**src/rtl/latch_bank_pkg.sv**
```systemverilog
// rtl/latch_bank_pkg.sv - shared state encoding, timing defaults and counter sizing
package latch_bank_pkg;

  typedef enum logic [2:0] {
    IDLE  = 3'd0,
    SETUP = 3'd1,
    PULSE = 3'd2,
    HOLD  = 3'd3,
    ACK   = 3'd4
  } state_t;

  localparam int DEF_W       = 8;
  localparam int DEF_N       = 4;
  localparam int DEF_AW      = 2;
  localparam int DEF_T_SETUP = 1;
  localparam int DEF_T_PULSE = 2;
  localparam int DEF_T_HOLD  = 1;

  // Width that holds the largest phase length minus one, plus one spare bit
  function automatic int cnt_width(input int t_setup, input int t_pulse, input int t_hold);
    int m;
    m = t_setup;
    if (t_pulse > m) m = t_pulse;
    if (t_hold > m) m = t_hold;
    return $clog2(m) + 1;
  endfunction

endpackage

```
**src/rtl/latch_phase_timer.sv**
```systemverilog
// rtl/latch_phase_timer.sv - loadable down-counter shared by the timed phases
module latch_phase_timer #(
  parameter int CW = 2
) (
  input  logic          clock,
  input  logic          reset,
  input  logic          load,
  input  logic [CW-1:0] load_val,
  output logic          done
);

  logic [CW-1:0] count;

  // Load on phase entry, otherwise count down and rest at zero
  always_ff @(posedge clock or posedge reset) begin
    if (reset) begin
      count <= '0;
    end else if (load) begin
      count <= load_val;
    end else if (count != '0) begin
      count <= count - CW'(1);
    end
  end

  assign done = (count == '0);

endmodule

```
**src/rtl/latch_bank_ctrl.sv**
```systemverilog
// rtl/latch_bank_ctrl.sv - req/ack write sequencer framing latch enables with setup and hold
module latch_bank_ctrl
  import latch_bank_pkg::*;
#(
  parameter int W       = DEF_W,
  parameter int N       = DEF_N,
  parameter int AW      = DEF_AW,
  parameter int T_SETUP = DEF_T_SETUP,
  parameter int T_PULSE = DEF_T_PULSE,
  parameter int T_HOLD  = DEF_T_HOLD
) (
  input  logic          clock,
  input  logic          reset,
  input  logic          req,
  input  logic [AW-1:0] addr,
  input  logic [W-1:0]  data,
  output logic          ack,
  output logic          err,
  output logic          busy,
  output logic [W-1:0]  d_out,
  output logic [N-1:0]  c_out
);

  localparam int            CW       = cnt_width(T_SETUP, T_PULSE, T_HOLD);
  localparam logic [CW-1:0] LD_SETUP = CW'(T_SETUP - 1);
  localparam logic [CW-1:0] LD_PULSE = CW'(T_PULSE - 1);
  localparam logic [CW-1:0] LD_HOLD  = CW'(T_HOLD - 1);
  localparam logic [AW:0]   N_L      = (AW + 1)'(N);

  state_t          state;
  logic [AW-1:0]   addr_q;
  logic            addr_bad;
  logic [N-1:0]    sel;
  logic            load;
  logic [CW-1:0]   load_val;
  logic            done;

  // An address past the last word still runs the full timing but never opens a latch
  assign addr_bad = ({1'b0, addr_q} >= N_L);

  // One-hot enable pattern for the captured address
  always_comb begin
    sel = '0;
    for (int i = 0; i < N; i++) begin
      if (!addr_bad && (addr_q == AW'(i))) sel[i] = 1'b1;
    end
  end

  // Reload the phase timer on entry to each timed state
  always_comb begin
    load     = 1'b0;
    load_val = LD_SETUP;
    case (state)
      IDLE:  load = req;
      SETUP: begin
        load     = done;
        load_val = LD_PULSE;
      end
      PULSE: begin
        load     = done;
        load_val = LD_HOLD;
      end
      default: load = 1'b0;
    endcase
  end

  latch_phase_timer #(
    .CW(CW)
  ) u_timer (
    .clock    (clock),
    .reset    (reset),
    .load     (load),
    .load_val (load_val),
    .done     (done)
  );

  // Sequencer with all bank-facing and handshake outputs registered
  always_ff @(posedge clock or posedge reset) begin
    if (reset) begin
      state  <= IDLE;
      addr_q <= '0;
      d_out  <= '0;
      c_out  <= '0;
      ack    <= 1'b0;
      err    <= 1'b0;
      busy   <= 1'b0;
    end else begin
      case (state)
        IDLE: begin
          if (req) begin
            state  <= SETUP;
            addr_q <= addr;
            d_out  <= data;
            busy   <= 1'b1;
          end
        end
        SETUP: begin
          if (done) begin
            state <= PULSE;
            c_out <= sel;
          end
        end
        PULSE: begin
          if (done) begin
            state <= HOLD;
            c_out <= '0;
          end
        end
        HOLD: begin
          if (done) begin
            state <= ACK;
            ack   <= 1'b1;
            err   <= addr_bad;
          end
        end
        ACK: begin
          if (!req) begin
            state <= IDLE;
            ack   <= 1'b0;
            err   <= 1'b0;
            busy  <= 1'b0;
          end
        end
        default: begin
          state <= IDLE;
          c_out <= '0;
        end
      endcase
    end
  end

endmodule

```
**config.mk**
```make
export PLATFORM = sky130hd
export DESIGN_NAME = latch_bank_ctrl
export DESIGN_NICKNAME = d
export VERILOG_FILES = /design/src/rtl/latch_bank_pkg.sv /design/src/rtl/latch_phase_timer.sv /design/src/rtl/latch_bank_ctrl.sv
export SDC_FILE = /design/constraint.sdc
export NUM_CORES = 1
export LEC_CHECK = 0
export ABC_AREA = 1
export BUFFER_PORTS_ARGS = -buffer_cell sky130_fd_sc_hd__buf_2
export CAP_MARGIN = 40
export CORE_MARGIN = 5
export CORE_UTILIZATION = 50
export CTS_CLUSTER_SIZE = 25
export DETAILED_ROUTE_END_ITERATION = 6
export GPL_ROUTABILITY_DRIVEN = 0
export PLACE_DENSITY = 0.73
export SLEW_MARGIN = 40
export SYNTH_ARGS = -nofsm -noshare
export SYNTH_HDL_FRONTEND = slang
export SYNTH_SLANG_ARGS = --single-unit
export TNS_END_PERCENT = 30
```
**constraint.sdc**
```tcl
create_clock -name clock -period 1.8 [get_ports clock]
set_input_delay 0.36 -clock clock [delete_from_list [all_inputs] [get_ports clock]]
set_output_delay 0.36 -clock clock [all_outputs]
set_load 0.02 [all_outputs]
```
# Yosys cells after proc, flatten, opt, wreduce, memory -nomap -nowiden
# Cells that the tools add are included.
[word_totals]
regBits = 22
inputBits = 13
out_inout_bits = 15
wordCells = 60
[classes]
n_addsub = 1
eq_ne = 12
n_mux = 24
bitwise_logic = 1
n_reduce_logical = 14
[op_table]
columns = ["operator", "count"]
rows = [
  ["2-to-1 mux 3 bit", 5],
  ["case mux 3 bit (5 select lines)", 1],
  ["case mux 4 bit (3 select lines)", 1],
  ["!= test 2 bit (second input constant)", 5],
  ["2-to-1 mux 1 bit", 9],
  ["AND reduction 3 bit", 3],
  ["2-to-1 mux 4 bit", 2],
  ["case mux 1 bit (2 select lines)", 4],
  ["nonzero test 2 bit", 4],
  ["equality test 3 x 2 -> 1 bit (second input constant)", 2],
  ["AND reduction 5 bit", 1],
  ["equality test 2 bit (second input constant)", 2],
  ["zero test 2 bit", 2],
  ["2-to-1 mux 2 bit", 2],
  ["equality test 3 x 1 -> 1 bit (second input constant)", 1],
  ["equality test 3 bit (second input constant)", 1],
  ["zero test 3 bit", 1],
  ["OR reduction 3 bit", 1],
  ["equality test 2 x 1 -> 1 bit (second input constant)", 1],
  ["AND reduction 2 bit", 1],
  ["OR reduction 2 bit", 1],
  ["subtractor 2 x 1 -> 2 bit (second input constant)", 1],
  ["inverter 1 bit", 1],
]

# Longest topological paths before layout
[logic_depth]
depth_word = 4
ltp_mapped = 8
depth_no_buf = 8

# Cells and area by module
# Synthesis repeated with hierarchy kept, for this count alone.
[unflattened]
hier_cells = 124
hier_area_um2 = 998.5
[by_module_without_submodules]
columns = ["mod", "n_inst", "cells_each", "area_each_um2", "seq_area_each_um2"]
rows = [
  ["latch_bank_ctrl", 1, 107, 875.8, 475.5],
  ["latch_phase_timer", 1, 17, 122.6, 50.0],
]

# Least setup slack after synthesis
# OpenSTA, ideal clock, no wires.
[synth_path]
path_type = "flip-flop to flip-flop"
from = "register u_timer.count[0]"
to = "register state[0]"
setup_time_ns = 0.121
arrival_time_ns = 1.164
required_time_ns = 1.679
path_slack_ns = 0.515
stages_incl_launch_ff = 8
path_buffers = 0
period_less_slack_ns = 1.285
path_cell_list = "dfrtp_1 inv_1 ha_1 inv_1 nand4_1 nand2_1 o21bai_1 nand2_1"
[synth_between]
elab_chain_len = 3
word_cells_on_any_way = 5
cone_classes = "3 x eq/ne; 2 x reduce/logical"
[synth_lines]
columns = ["item", "line_no", "rtl"]
rows = [
  ["start: declaration", "latch_phase_timer.sv:12", "logic [CW-1:0] count;"],
  ["start signal: assignment", "latch_phase_timer.sv:19", "count <= load_val;"],
  ["start signal: assignment", "latch_phase_timer.sv:21", "count <= count - CW'(1);"],
  ["zero test 2 bit *", "latch_phase_timer.sv:25", "assign done = (count == '0);"],
  ["!= test 2 bit (no source line)", "-", ""],
  ["AND reduction 5 bit (no source line) *", "-", ""],
  ["end signal: assignment", "latch_bank_ctrl.sv:80", "state <= IDLE;"],
  ["end signal: assignment", "latch_bank_ctrl.sv:91", "state <= SETUP;"],
  ["end signal: assignment", "latch_bank_ctrl.sv:99", "state <= PULSE;"],
  ["end: declaration", "latch_bank_ctrl.sv:30", "state_t state;"],
]
# Mark *: on every way between the ends. The rest lies on a longest branch, timed or not.
# A chain may end at the register's enable or synchronous reset.

# Final worst setup path
[layout_path]
from = "register state[0]"
to = "register u_timer.count[0]"
[layout_between]
elab_chain_len = 4
word_cells_on_any_way = 8
cone_classes = "2 x eq/ne; 3 x mux; 3 x reduce/logical"
[layout_lines]
columns = ["item", "line_no", "rtl"]
rows = [
  ["equality test 3 x 2 -> 1 bit or equality test 3 x 1 -> 1 bit (tied branches)", "latch_bank_ctrl.sv:53", "case (state)"],
  ["OR reduction 2 bit (no source line)", "-", ""],
  ["case mux 1 bit (2 select lines)", "latch_bank_ctrl.sv:53", ""],
  ["2-to-1 mux 2 bit or nonzero test 2 bit (tied branches)", "-", ""],
]
# Several ways; a longest one is shown, not always the timed one.

==> summary.md <==
| Metric | Value |
|---|---|
| Die extent in y | approximately 56 um |
| Mapped Area | 1050 um^2 |
| DRC viols | 0 |
| Sink Count | 21 |
| Register area share after synthesis | 50.0% |
| IO buf count | 26 |
| GRT Residual Overflow | 0 |
| DRT Pass-1 Iters | 4 |
| Clock Pin Slew Worst Setup and Hold Paths | 0.11 ns |
| Final period utilization | 77.7% |
| Cts bufs inserted | 3 |
| Leak Pwr | 0.692 nW |
| Initial antenna violation count | 0 |
| Combinational share of power | between 50% and 60% |
| Critical Path Max Stage Delay | 0.48 ns |
| DR WL met3 | approximately 110 um |
| Post-route ant nets | 0 |
| Seq cells post-synth | 21 |
| Syn Nets | roughly 130 |
| Worst Path Arrival | 1.61 ns |
| Clk pwr share | 10.2% |
| WP buf/inv | 1 |
| Sw frac | a little under half |
| Die area | 3120 um^2 |
| Synth Warn # | 0 |
| Mapped Cells | around 120 |
| Worst hold slack | 0.0546 ns |
| Post-cts sizing count | 0 |
| Largest net degree at the start of global routing | 25 |
| CP Class | reg2reg |
| N_diodes | 0 |
| RSZ-0062 raised after global routing | false |
| Worst Reg-to-Reg Cells | 6 |
| Share of power burned in registers | 36.8% |
| Cell family with most CP delay | simple AND/OR/NAND/NOR gates |
| Reg-to-reg endpoint | u_timer.count[0]$_DFFE_PP0P_ |
| Post-DR vias/cell | 4.83 |
| Drt total wl | approximately 1900 um |
| Power density cells | roughly 1800 nW/um^2 |
| NetSw | 1.03 mW |
| Uppermost layer routed | met4 |
| Core area | 1980 um^2 |
| CTS tree | yes |
| CP max stage cell | dfrtp_1 |
| Max Fanout on Critical Path | 24 |
| Share of layout cells above drive strength 1 | about a third |
| Largest area contributor in the netlist | dfrtp_1 |
| Top cell type's share of synthesized area | 50.0% |
| Row cnt | 16 |
| CP most frequent cell | nand2_2 |
| Setup TNS | 0 ns |
| Synthesis-to-finish area growth | 17.0% |
| Via count | 836 |
| Int Pwr | 1.19 mW |
| Gr usage total | 13.5% |
| Final Hold Vio Count | 0 |
| CP endpoint kind | flop |
| Average cell area after synthesis | 8.98 um^2 |
| Status | complete, no violations |
| Netlist cell types | 20 |
| Clk buf depth | 2 |
| Number of max-cap violations | 0 |
| Commonest non-fill, non-tap cell in the layout | nand2_1 |
| CP startpoint kind | flop |
| Worst skew pair latency | about 0.3 ns |
| FMAX | approximately 710 MHz |
| # hold bufs at CTS | 0 |
| I/O pin count | 28 |
| Pins Over Slew Limit | 0 |
| Peak VDD IR | 1150 uV |
| WL/cell | 10.7 um |
| Setup Skew | 0.00227 ns |
| WP data required | 2.01 ns |
| Fill cell count | 181 |
| Reg2Reg Setup Slack | around 0.4 ns |
| Most frequent cells in the layout | 27 x nand2_1, 26 x buf_2, 21 x dfrtp_1 |
| Worst Hold Class | in2async |
| Initial Util | 53.0% |
| FF-to-FF Start | state[0]$_DFFE_PP0P_ |
| Hpwl dp | 1410 um |
| Pre-CTS worst setup slack | 0.406 ns |
| Clock Root Buffer | clkbuf_4 |
| Min Tclk post-route | ~1.4 ns |
| Final setup viols | 0 |
| First-pass GRT wire length | 3340 um |
| DRT met1 WL | 832 um |
| # H-tree levels | 1 |
| DRT iter0 DRCs | 19 |
| Wire length on met2 | 869 um |
| Die width | 55.8 um |
| Final Net Count | 161 |
| Synth top area cells | dfrtp_1 50%, nand2_1 9.6%, inv_1 7.1% |
| Number of global-route vias before repair | 802 |
| Postcts setup bufs | 0 |
| PnR worst setup slack | 0.401 ns |
| CP Cell Sequence | nor2_4 > nand3_4 > nand2_2 > nand2_2 > nand2_1 > inv_1 |
per-layer routing:
layer,vias to the layer above,track usage (%)
met1,374,17.6
met3,4,2.32
met2,29,20.8
li1,429,-
met4,0,8.14
met5,-,0
state kept, by name (all words and copies together), names as in the netlist:
register and cells:
ack 1, addr_q 2, busy 1, c_out 4, d_out 8, state 3, u_timer.count 2
power by group through the flow:
stage	logic [mW]	registers, mW	clock network, mW
after floorplan	0.738	0.997	0
after global placement	1.17	0.823	0
after detailed placement	1.19	0.828	0
after CTS	1.20	0.820	0.238
after global routing	1.33	0.851	0.253
final	1.18	0.819	0.228
cells by family after synthesis:
| kind of cell | count (synthesis) | synth area share, % |
|---|---|---|
| simple gates | 53 | 25.8 |
| buf+inv | 23 | 9.64 |
| flops | 21 | 50.0 |
| compound gates | 17 | 12.1 |
| xor+xnor | 1 | 0.833 |
| fa+ha+maj | 1 | 1.19 |
| other cells | 1 | 0.357 |
how the worst max path moves through the flow:
| stage | slack [ns] | cells past startpoint | to | start |
|---|---|---|---|---|
| 6_report | 0.40 | 6 | u_timer.count[0]$_DFFE_PP0P_ | state[0]$_DFFE_PP0P_ |
| 5_1_grt | 0.26 | 6 | u_timer.count[0]$_DFFE_PP0P_ | state[0]$_DFFE_PP0P_ |
| 4_1_cts | 0.39 | 6 | u_timer.count[0]$_DFFE_PP0P_ | state[0]$_DFFE_PP0P_ |
| 3_5_place_dp | 0.41 | 6 | u_timer.count[0]$_DFFE_PP0P_ | state[0]$_DFFE_PP0P_ |
| 3_3_place_gp | 0.44 | 6 | u_timer.count[0]$_DFFE_PP0P_ | state[0]$_DFFE_PP0P_ |
| 2_1_floorplan | 0.51 | 7 | state[0]$_DFFE_PP0P_ | u_timer.count[0]$_DFFE_PP0P_ |
cells in the mapped netlist (all sizes together):
master  count
dfrtp      21
o21ai      13
nand4       2
nand3      14
ha          1
conb        1
xor2        1
nand2      30
inv        20
nor2        7
buf         3
o21bai      2
a21oi       2
through the flow:
stage	instance area [um^2]	util, %	instances	total power, mW
finish	1230	62.1	173	2.23
global route	1230	62.1	173	2.43
CTS	1230	62.1	173	2.26
detailed placement	1200	60.7	169	2.01
global placement	1200	60.7	169	1.99
floorplan	1050	-	117	1.73
cell type report:
| class | count | area [um^2] | area share, % |
|---|---|---|---|
| inverters | 20 | 75.1 | 6.10 |
| well taps | 27 | 33.8 | 2.75 |
| clock buffers | 4 | 26.3 | 2.14 |
| flip-flops and latches | 21 | 526 | 42.7 |
| multi-input cells | 73 | 424 | 34.5 |
| repair buffers | 28 | 145 | 11.8 |
worst reg2reg max path, stage by stage, from the launching register on:
cell	delay, ns
dfrtp_1	0.48
nor2_4	0.21
nand3_4	0.29
nand2_2	0.19
nand2_2	0.06
nand2_1	0.05
inv_1	0.03
No activity file was read; power rests on OpenSTA's default activity.
